$ cat config.mk
export PLATFORM = sky130hd
export DESIGN_NAME = cla16_seq_arbiter
export DESIGN_NICKNAME = d
export VERILOG_FILES = /design/src/rtl/cla16_seq_arbiter_pkg.sv /design/src/rtl/cla16_seq_arbiter_rr_arbiter.sv /design/src/rtl/cla16_seq_arbiter.sv
export SDC_FILE = /design/constraint.sdc
export NUM_CORES = 1
export LEC_CHECK = 0
export CAP_MARGIN = 20
export CELL_PAD_IN_SITES_DETAIL_PLACEMENT = 0
export CELL_PAD_IN_SITES_GLOBAL_PLACEMENT = 1
export CORE_MARGIN = 2
export CORE_UTILIZATION = 25
export DETAILED_ROUTE_END_ITERATION = 12
export GPL_TIMING_DRIVEN = 0
export PLACE_DENSITY = 0.95
export SYNTH_ARGS = -nofsm -noshare
export SYNTH_HDL_FRONTEND = slang
export SYNTH_SLANG_ARGS = --single-unit
$ cat constraint.sdc
create_clock -name clk -period 4.6 [get_ports clk]
set_input_delay 0.92 -clock clk [delete_from_list [all_inputs] [get_ports clk]]
set_output_delay 0.92 -clock clk [all_outputs]
set_load 0.01 [all_outputs]
$ cat src/rtl/cla16_seq_arbiter_pkg.sv
`default_nettype none
// ============================================================================
// Package : cla_ctrl_pkg
// Brief   : Shared word width, sequencer state type and sizing helper.
// Revision: 1.0
// ============================================================================
package cla_ctrl_pkg;

  localparam int WORD_W = 16;

  typedef enum logic [0:0] {
    ST_IDLE = 1'b0,
    ST_BUSY = 1'b1
  } cla_seq_state_t;

  // Index width that never collapses to zero bits for a degenerate count of one.
  function automatic int clog2_min1(input int v);
    return (v > 1) ? $clog2(v) : 1;
  endfunction

endpackage
`default_nettype wire

$ cat src/rtl/cla16_seq_arbiter_rr_arbiter.sv
`default_nettype none
// ============================================================================
// Module  : rr_arbiter
// Brief   : Combinational one-hot pick of the first request at or after i_ptr.
// Revision: 1.0
// ============================================================================
module rr_arbiter
  import cla_ctrl_pkg::*;
#(
  parameter int NREQ = 4,
  localparam int IDW = clog2_min1(NREQ)
) (
  input  logic [NREQ-1:0] i_req,
  input  logic [IDW-1:0]  i_ptr,
  output logic [NREQ-1:0] o_grant
);

  logic [IDW-1:0] w_idx;

  // Walk from the farthest candidate back to the pointer so the nearest hit wins.
  always_comb begin
    o_grant = '0;
    w_idx   = '0;
    for (int k = NREQ - 1; k >= 0; k--) begin
      w_idx = IDW'((int'(i_ptr) + k) % NREQ);
      if (i_req[w_idx]) begin
        o_grant        = '0;
        o_grant[w_idx] = 1'b1;
      end
    end
  end

endmodule
`default_nettype wire

$ cat src/rtl/cla16_seq_arbiter.sv
`default_nettype none
// ============================================================================
// Module  : cla16_seq_arbiter
// Brief   : Round-robin sequencer of multi-word additions on one shared 16-bit CLA.
// Revision: 1.0
// ============================================================================
module cla16_seq_arbiter
  import cla_ctrl_pkg::*;
#(
  parameter int NREQ = 4,
  parameter int MAXW = 8,
  localparam int IDW = clog2_min1(NREQ),
  localparam int WIW = clog2_min1(MAXW)
) (
  input  logic                   clk,
  input  logic                   rst,
  input  logic [NREQ-1:0]        i_req_valid,
  input  logic [NREQ*WORD_W-1:0] i_req_a,
  input  logic [NREQ*WORD_W-1:0] i_req_b,
  input  logic [NREQ-1:0]        i_req_cin,
  input  logic [NREQ-1:0]        i_req_last,
  output logic [NREQ-1:0]        o_req_ready,
  output logic [WORD_W-1:0]      o_add_a,
  output logic [WORD_W-1:0]      o_add_b,
  output logic                   o_add_cin,
  input  logic [WORD_W-1:0]      i_add_s,
  input  logic                   i_add_cout,
  output logic                   o_rsp_valid,
  input  logic                   i_rsp_ready,
  output logic [IDW-1:0]         o_rsp_id,
  output logic [WORD_W-1:0]      o_rsp_sum,
  output logic [WIW-1:0]         o_rsp_widx,
  output logic                   o_rsp_last,
  output logic                   o_rsp_cout,
  output logic                   o_rsp_err
);

  cla_seq_state_t    r_state;
  logic [IDW-1:0]    r_owner;
  logic [IDW-1:0]    r_ptr;
  logic [WIW-1:0]    r_widx;
  logic              r_first;
  logic              r_carry;
  logic              r_rsp_valid;
  logic [IDW-1:0]    r_rsp_id;
  logic [WORD_W-1:0] r_rsp_sum;
  logic [WIW-1:0]    r_rsp_widx;
  logic              r_rsp_last;
  logic              r_rsp_cout;
  logic              r_rsp_err;

  logic [NREQ-1:0]   w_grant;
  logic [IDW-1:0]    w_pick;
  logic              w_busy;
  logic              w_slot_free;
  logic              w_accept;
  logic              w_terminal;

  rr_arbiter #(.NREQ(NREQ)) u_rr_arbiter (
    .i_req   (i_req_valid),
    .i_ptr   (r_ptr),
    .o_grant (w_grant)
  );

  always_comb begin
    w_pick = '0;
    for (int i = 0; i < NREQ; i++) begin
      if (w_grant[i]) w_pick = IDW'(i);
    end
  end

  assign w_busy      = (r_state == ST_BUSY);
  assign w_slot_free = ~r_rsp_valid | i_rsp_ready;
  assign w_accept    = w_busy & i_req_valid[r_owner] & w_slot_free;
  assign w_terminal  = i_req_last[r_owner] | (r_widx == WIW'(MAXW - 1));

  // The adder is always fed from the current owner; its result only matters on acceptance.
  assign o_add_a   = i_req_a[r_owner*WORD_W +: WORD_W];
  assign o_add_b   = i_req_b[r_owner*WORD_W +: WORD_W];
  assign o_add_cin = r_first ? i_req_cin[r_owner] : r_carry;

  always_comb begin
    o_req_ready = '0;
    if (w_busy && w_slot_free) o_req_ready[r_owner] = 1'b1;
  end

  always_ff @(posedge clk or posedge rst) begin
    if (rst) begin
      r_state     <= ST_IDLE;
      r_owner     <= '0;
      r_ptr       <= '0;
      r_widx      <= '0;
      r_first     <= 1'b0;
      r_carry     <= 1'b0;
      r_rsp_valid <= 1'b0;
      r_rsp_id    <= '0;
      r_rsp_sum   <= '0;
      r_rsp_widx  <= '0;
      r_rsp_last  <= 1'b0;
      r_rsp_cout  <= 1'b0;
      r_rsp_err   <= 1'b0;
    end else begin
      case (r_state)
        ST_IDLE: begin
          if (|i_req_valid) begin
            r_owner <= w_pick;
            r_widx  <= '0;
            r_first <= 1'b1;
            r_state <= ST_BUSY;
          end
        end
        ST_BUSY: begin
          if (w_accept) begin
            r_carry <= i_add_cout;
            r_first <= 1'b0;
            r_widx  <= r_widx + 1'b1;
            if (w_terminal) begin
              r_ptr   <= (r_owner == IDW'(NREQ - 1)) ? '0 : r_owner + 1'b1;
              r_state <= ST_IDLE;
            end
          end
        end
        default: r_state <= ST_IDLE;
      endcase

      if (w_accept) begin
        r_rsp_valid <= 1'b1;
        r_rsp_id    <= r_owner;
        r_rsp_sum   <= i_add_s;
        r_rsp_widx  <= r_widx;
        r_rsp_last  <= w_terminal;
        r_rsp_cout  <= w_terminal & i_add_cout;
        r_rsp_err   <= w_terminal & ~i_req_last[r_owner];
      end else if (i_rsp_ready) begin
        r_rsp_valid <= 1'b0;
      end
    end
  end

  assign o_rsp_valid = r_rsp_valid;
  assign o_rsp_id    = r_rsp_id;
  assign o_rsp_sum   = r_rsp_sum;
  assign o_rsp_widx  = r_rsp_widx;
  assign o_rsp_last  = r_rsp_last;
  assign o_rsp_cout  = r_rsp_cout;
  assign o_rsp_err   = r_rsp_err;

endmodule
`default_nettype wire

=== Word level (Yosys, flattened, before mapping) ===
Index checks and enable logic that the tools add are counted.

* Bits in registers: 35
* Input bits: 160
* Output and inout port bits: 62
* Logic and storage cells: 101

* Add/subtract/negate cells: 5
* Order comparisons: 10
* Eq/ne operators: 4
* Shift operators: 2
* Muxes and demuxes: 46
* Bitwise gates (word level): 9
* Reduce and logical (&&, ||, !) cells: 12

{| class="wikitable"
|+ Operators by type and width
! kind !! number
|-
| variable part select 64 x 7 -> 16 bit || 2
|-
| two-way mux 1 bit || 21
|-
| two-way mux 4 bit || 5
|-
| < comparator 2 x 3 -> 1 bit, second input constant || 5
|-
| binary-select mux 1 bit (select 2 bit) || 7
|-
| demux 1 bit (select 2 bit) || 5
|-
| greater-or-equal comparator 2 x 1 -> 1 bit, second input constant || 5
|-
| logical AND 1 bit || 6
|-
| two-way mux 2 bit || 3
|-
| two-way mux 3 bit || 2
|-
| one-hot mux 3 bit (2 select lines) || 1
|-
| AND reduction 2 bit || 3
|-
| adder 2 x 1 -> 2 bit, second input constant || 2
|-
| adder 2 bit, second input constant || 2
|-
| bitwise AND 1 bit || 4
|-
| one-hot mux 1 bit (2 select lines) || 2
|-
| OR reduction 4 bit || 1
|-
| adder 3 x 1 -> 3 bit, second input constant || 1
|-
| equality test 3 bit, second input constant || 1
|-
| inverter 1 bit || 3
|-
| AND reduction 3 bit || 1
|-
| equality test 2 bit, second input constant || 1
|-
| inequality test 2 x 1 -> 1 bit, second input constant || 1
|-
| inequality test 2 bit, second input constant || 1
|-
| other kinds (2) || 3
|}

=== Logic depth before layout (Yosys ltp) ===
* Depth after elaboration: 12
* Gate-level depth with buffers: 8

=== Modules after synthesis ===
A second synthesis with hierarchy kept.

* Cell total of the unflattened synthesis: 199
* Area total of the unflattened synthesis: 2,802.7 µm²

{| class="wikitable"
|+ Modules (own cells, without submodules)
! module !! instances !! cells each !! area an instance (µm²) !! seq. area each (µm²)
|-
| cla16_seq_arbiter || 1 || 152 || 2,389.8 || 875.8
|-
| rr_arbiter || 1 || 47 || 412.9 || 0.0
|}

=== Worst setup path before layout ===
No wires, ideal clock.

* Path type: input to output
* Start: input i_req_cin[3]
* End: output o_add_cin
* Data arrival time: 1.649 ns
* Required time: 3.680 ns
* Setup slack: 2.031 ns
* Stages: 2
* Buffers on the path: 0
* Cells stage by stage: mux4_2 mux2_2

* Cells in the longest elaborated chain, start to end: 3

{| class="wikitable"
|+ RTL lines
! element !! RTL line !! source
|-
| start, declared || cla16_seq_arbiter.sv:20 || <nowiki>input logic [NREQ-1:0] i_req_cin,</nowiki>
|-
| binary-select mux 1 bit (select 2 bit) || cla16_seq_arbiter.sv:80 || <nowiki>assign o_add_cin = r_first ? i_req_cin[r_owner] : r_carry;</nowiki>
|-
| two-way mux 1 bit (not written as such) || cla16_seq_arbiter.sv:80 ||
|-
| two-way mux 1 bit || cla16_seq_arbiter.sv:80 ||
|-
| end, declared || cla16_seq_arbiter.sv:25 || <nowiki>output logic o_add_cin,</nowiki>
|}

No other way between the ends. The select of a mux whose other input is x is not followed.

=== Worst setup path in the final report ===
Ends and elaborated chain as after synthesis.

==> results.cfg <==
[clock_network]
clk_path_buf_depth = 2
cts.htree.levels = 2
holdBufCountCts = 0
cts_buffers = 5
post_cts_buffers = 0
cts_sinks = 35
tritoncts = yes
cts-root-buf = clkbuf_8
cts-resized-gates = 0
path_clk_slew_ns = 0.07
worstSkewPairLatency_ns = 0.28

[grt]
grt_pass1_wl_um = 15500
grt.overflow.total = 0
grt_antenna_before_repair = 0
grt_start_max_net_pins = 23
grt_pass1_vias = 2887
grt_usage = 0.174

[critical_path]
worstPathRequired_ns = 3.68
end_kind = output port
crit_slowest_cell = clkdlybuf4s50_1
reg2reg_depth = 8
path_buf_inv = 2
cp_top_family = buffers and inverters
path_cells = clkdlybuf4s50_1 -> mux4_2 -> mux2_2 -> clkdlybuf4s50_1
cp_common_cell = clkdlybuf4s50_1
crit_type = input pin to output port
arrival_ns = 2.54
startpoint_type = input pin
slowest_delay_ns = 0.49
path_depth = 4
crit_fanout = 1

[finish]
multi_input_area_um2 = 1670
layout.nets = 601
fillCellCount = 910
regArea_um2 = 876
final_area_um2 = 5150
drive_gt1_frac = 0.187
diodes = 0
syn_to_final_growth_pct = 94.3
finish.utilization = 0.498

[route]
wire_per_inst_um = 18.5
via_per_inst = 4.67
vias = 2634
remaining_drc_errors = 0
routed_wl_um = 10400
drtPass1Iterations = 4
initialDrtViolationCount = 151
postRouteAntennaNets = 0

[power]
leakage_nw = 2.05
ir_drop_uv = 200
power_density_nw_per_um2 = 534
power_mw = 2.75

[placement]
place_hpwl_um = 9090
portBuffers = 221
placed_area_um2 = 5060
gp_congestion = 0.820

[timing]
relSlewSlack = 0.574
min_period_ns = 3.46
drv_slew = 0
clock_skew_ns = 0.00362
rsz0062_at_grt = no
tns_ns = 0
setup_violations = 0
fmax_mhz = 289
tightest_slew_ns = 0.622
timing.final.crit_share = 0.753
whs_ns = 0.490
hold_violations = 0

[logic_synthesis]
synth_warnings = 0
synth_seq_cells = 35
synth_edf_count = 0
synth_flop_cell = dfrtp_1
synthCells = 199
synth-async-reset-ratio = 1.00
synth-seq-area-share = 0.331
syn_area_um2 = 2650
synth_cell_types = 39
avgSynthCellArea_um2 = 13.3
synth_nets = 372

[floorplanning]
die_area_um2 = 11400
die_w_um = 107
num_io_pins = 222
dieHeight_um = 107
core_um2 = 10300
rows = 37
initial_utilization = 0.257

[worst_hold_path]
worstHoldPathCells = 2
min_path_type = flop to flop

[outcome]
status = finished clean

[run]
drv_cap = 0
## area by class of cell
type | instances | area share
inverters | 10 | 0.00729
flip-flops and latches | 35 | 0.170
multi-input cells | 141 | 0.324
clock buffers | 6 | 0.0160
well taps | 136 | 0.0331
clock inverters | 1 | 0.000973
plain buffers | 13 | 0.0131
repair buffers | 222 | 0.435
## path summary, 6_finish.rpt
| path | start | endpoint | slack [ns] |
|---|---|---|---|
| setup / recovery | i_req_cin[3] | o_add_cin | 1.14 |
| hold / removal | o_rsp_id[0] | o_rsp_id[0] | 0.49 |
| setup reg to reg | r_ptr[0] | r_owner[1] | 1.96 |
| hold reg to reg | o_rsp_id[0] | o_rsp_id[0] | 0.49 |
| max in group asynchronous | rst | o_rsp_widx[0] | 3.05 |
| min in group asynchronous | rst | o_rsp_sum[12] | 1.02 |
## through the flow
step / setup WS (ns) / instances
2_1_floorplan: 2.03 / 199
3_3_place_gp: 1.14 / 556
3_5_place_dp: 1.14 / 557
4_1_cts: 1.08 / 564
6_report: 1.14 / 564
5_1_grt: 0.925 / 564
## logic make-up (layout without fill, tap and decap cells)
kind of cell	Yosys count	count (layout)	synth area share
buffers and inverters	23	252	0.0397
flip-flops	35	35	0.331
AND/OR/NAND/NOR	40	40	0.0727
AO/OA/AOI/OAI	25	25	0.0718
multiplexers	63	63	0.424
adder cells (fa/ha/maj)	13	13	0.0614
## sequential cells by signal, summed over array words and instances, names as in the netlist
name	cells
r_owner	2
o_rsp_id	2
o_rsp_sum	16
o_rsp_err	1
r_ptr	2
o_rsp_last	1
o_rsp_valid	1
r_carry	1
o_rsp_cout	1
r_widx	3
r_first	1
o_rsp_widx	3
r_state	1
## power breakdown
part | internal (mW) | leakage [nW] | switching [mW]
sequential | 0.452 | 0.423 | 0.0989
combinational | 1.15 | 1.58 | 0.825
clock | 0.117 | 0.0470 | 0.103
total | 1.72 | 2.05 | 1.03
## cells in the mapped netlist (2+ instances only)
cell	count	area, µm²
nand2b_1	4	25.0
nor2_1	3	11.3
and3_1	5	31.3
inv_1	10	37.5
mux4_2	36	811
and2_1	2	12.5
buf_1	2	7.51
ha_1	13	163
o22ai_1	2	12.5
dfrtp_1	35	876
mux2_2	21	236
buf_2	6	30.0
mux2_4	2	30.0
o21ai_0	8	40.0
o31ai_1	2	15.0
clkbuf_1	3	11.3
a31o_1	2	17.5
mux2i_1	2	20.0
nand3_1	3	15.0
nand2_1	19	71.3
## placed cells by master (no fill, tap or decap), types with 4 or more instances in the layout
cell | Yosys | layout
clkdlybuf4s50_1 | 0 | 221
and3_1 | 5 | 5
ha_1 | 13 | 13
o21ai_0 | 8 | 8
nand2b_1 | 4 | 4
nand2_1 | 19 | 19
buf_2 | 6 | 6
dfrtp_1 | 35 | 35
mux2_2 | 21 | 21
clkbuf_8 | 0 | 6
mux4_2 | 36 | 36
inv_1 | 10 | 10
## worst reg2reg max path, delay by kind of cell (launching register included)
| kind | cells | cell delay [ns] |
|---|---|---|
| AOI/OAI and AO/OA | 4 | 0.82 |
| adders and majority gates | 1 | 0.38 |
| buffers and inverters | 2 | 0.28 |
| DFF | 1 | 0.43 |
| muxes | 1 | 0.59 |
## routing by layer
metal,vias up,share of wire,track usage
li1,1229,-,-
met1,1299,0.38,0.203
met2,98,0.54,0.319
met3,8,0.075,0.0523
met4,0,0.0048,0.0278
met5,-,0,0
Note: power is estimated with default switching activity, not from simulation.
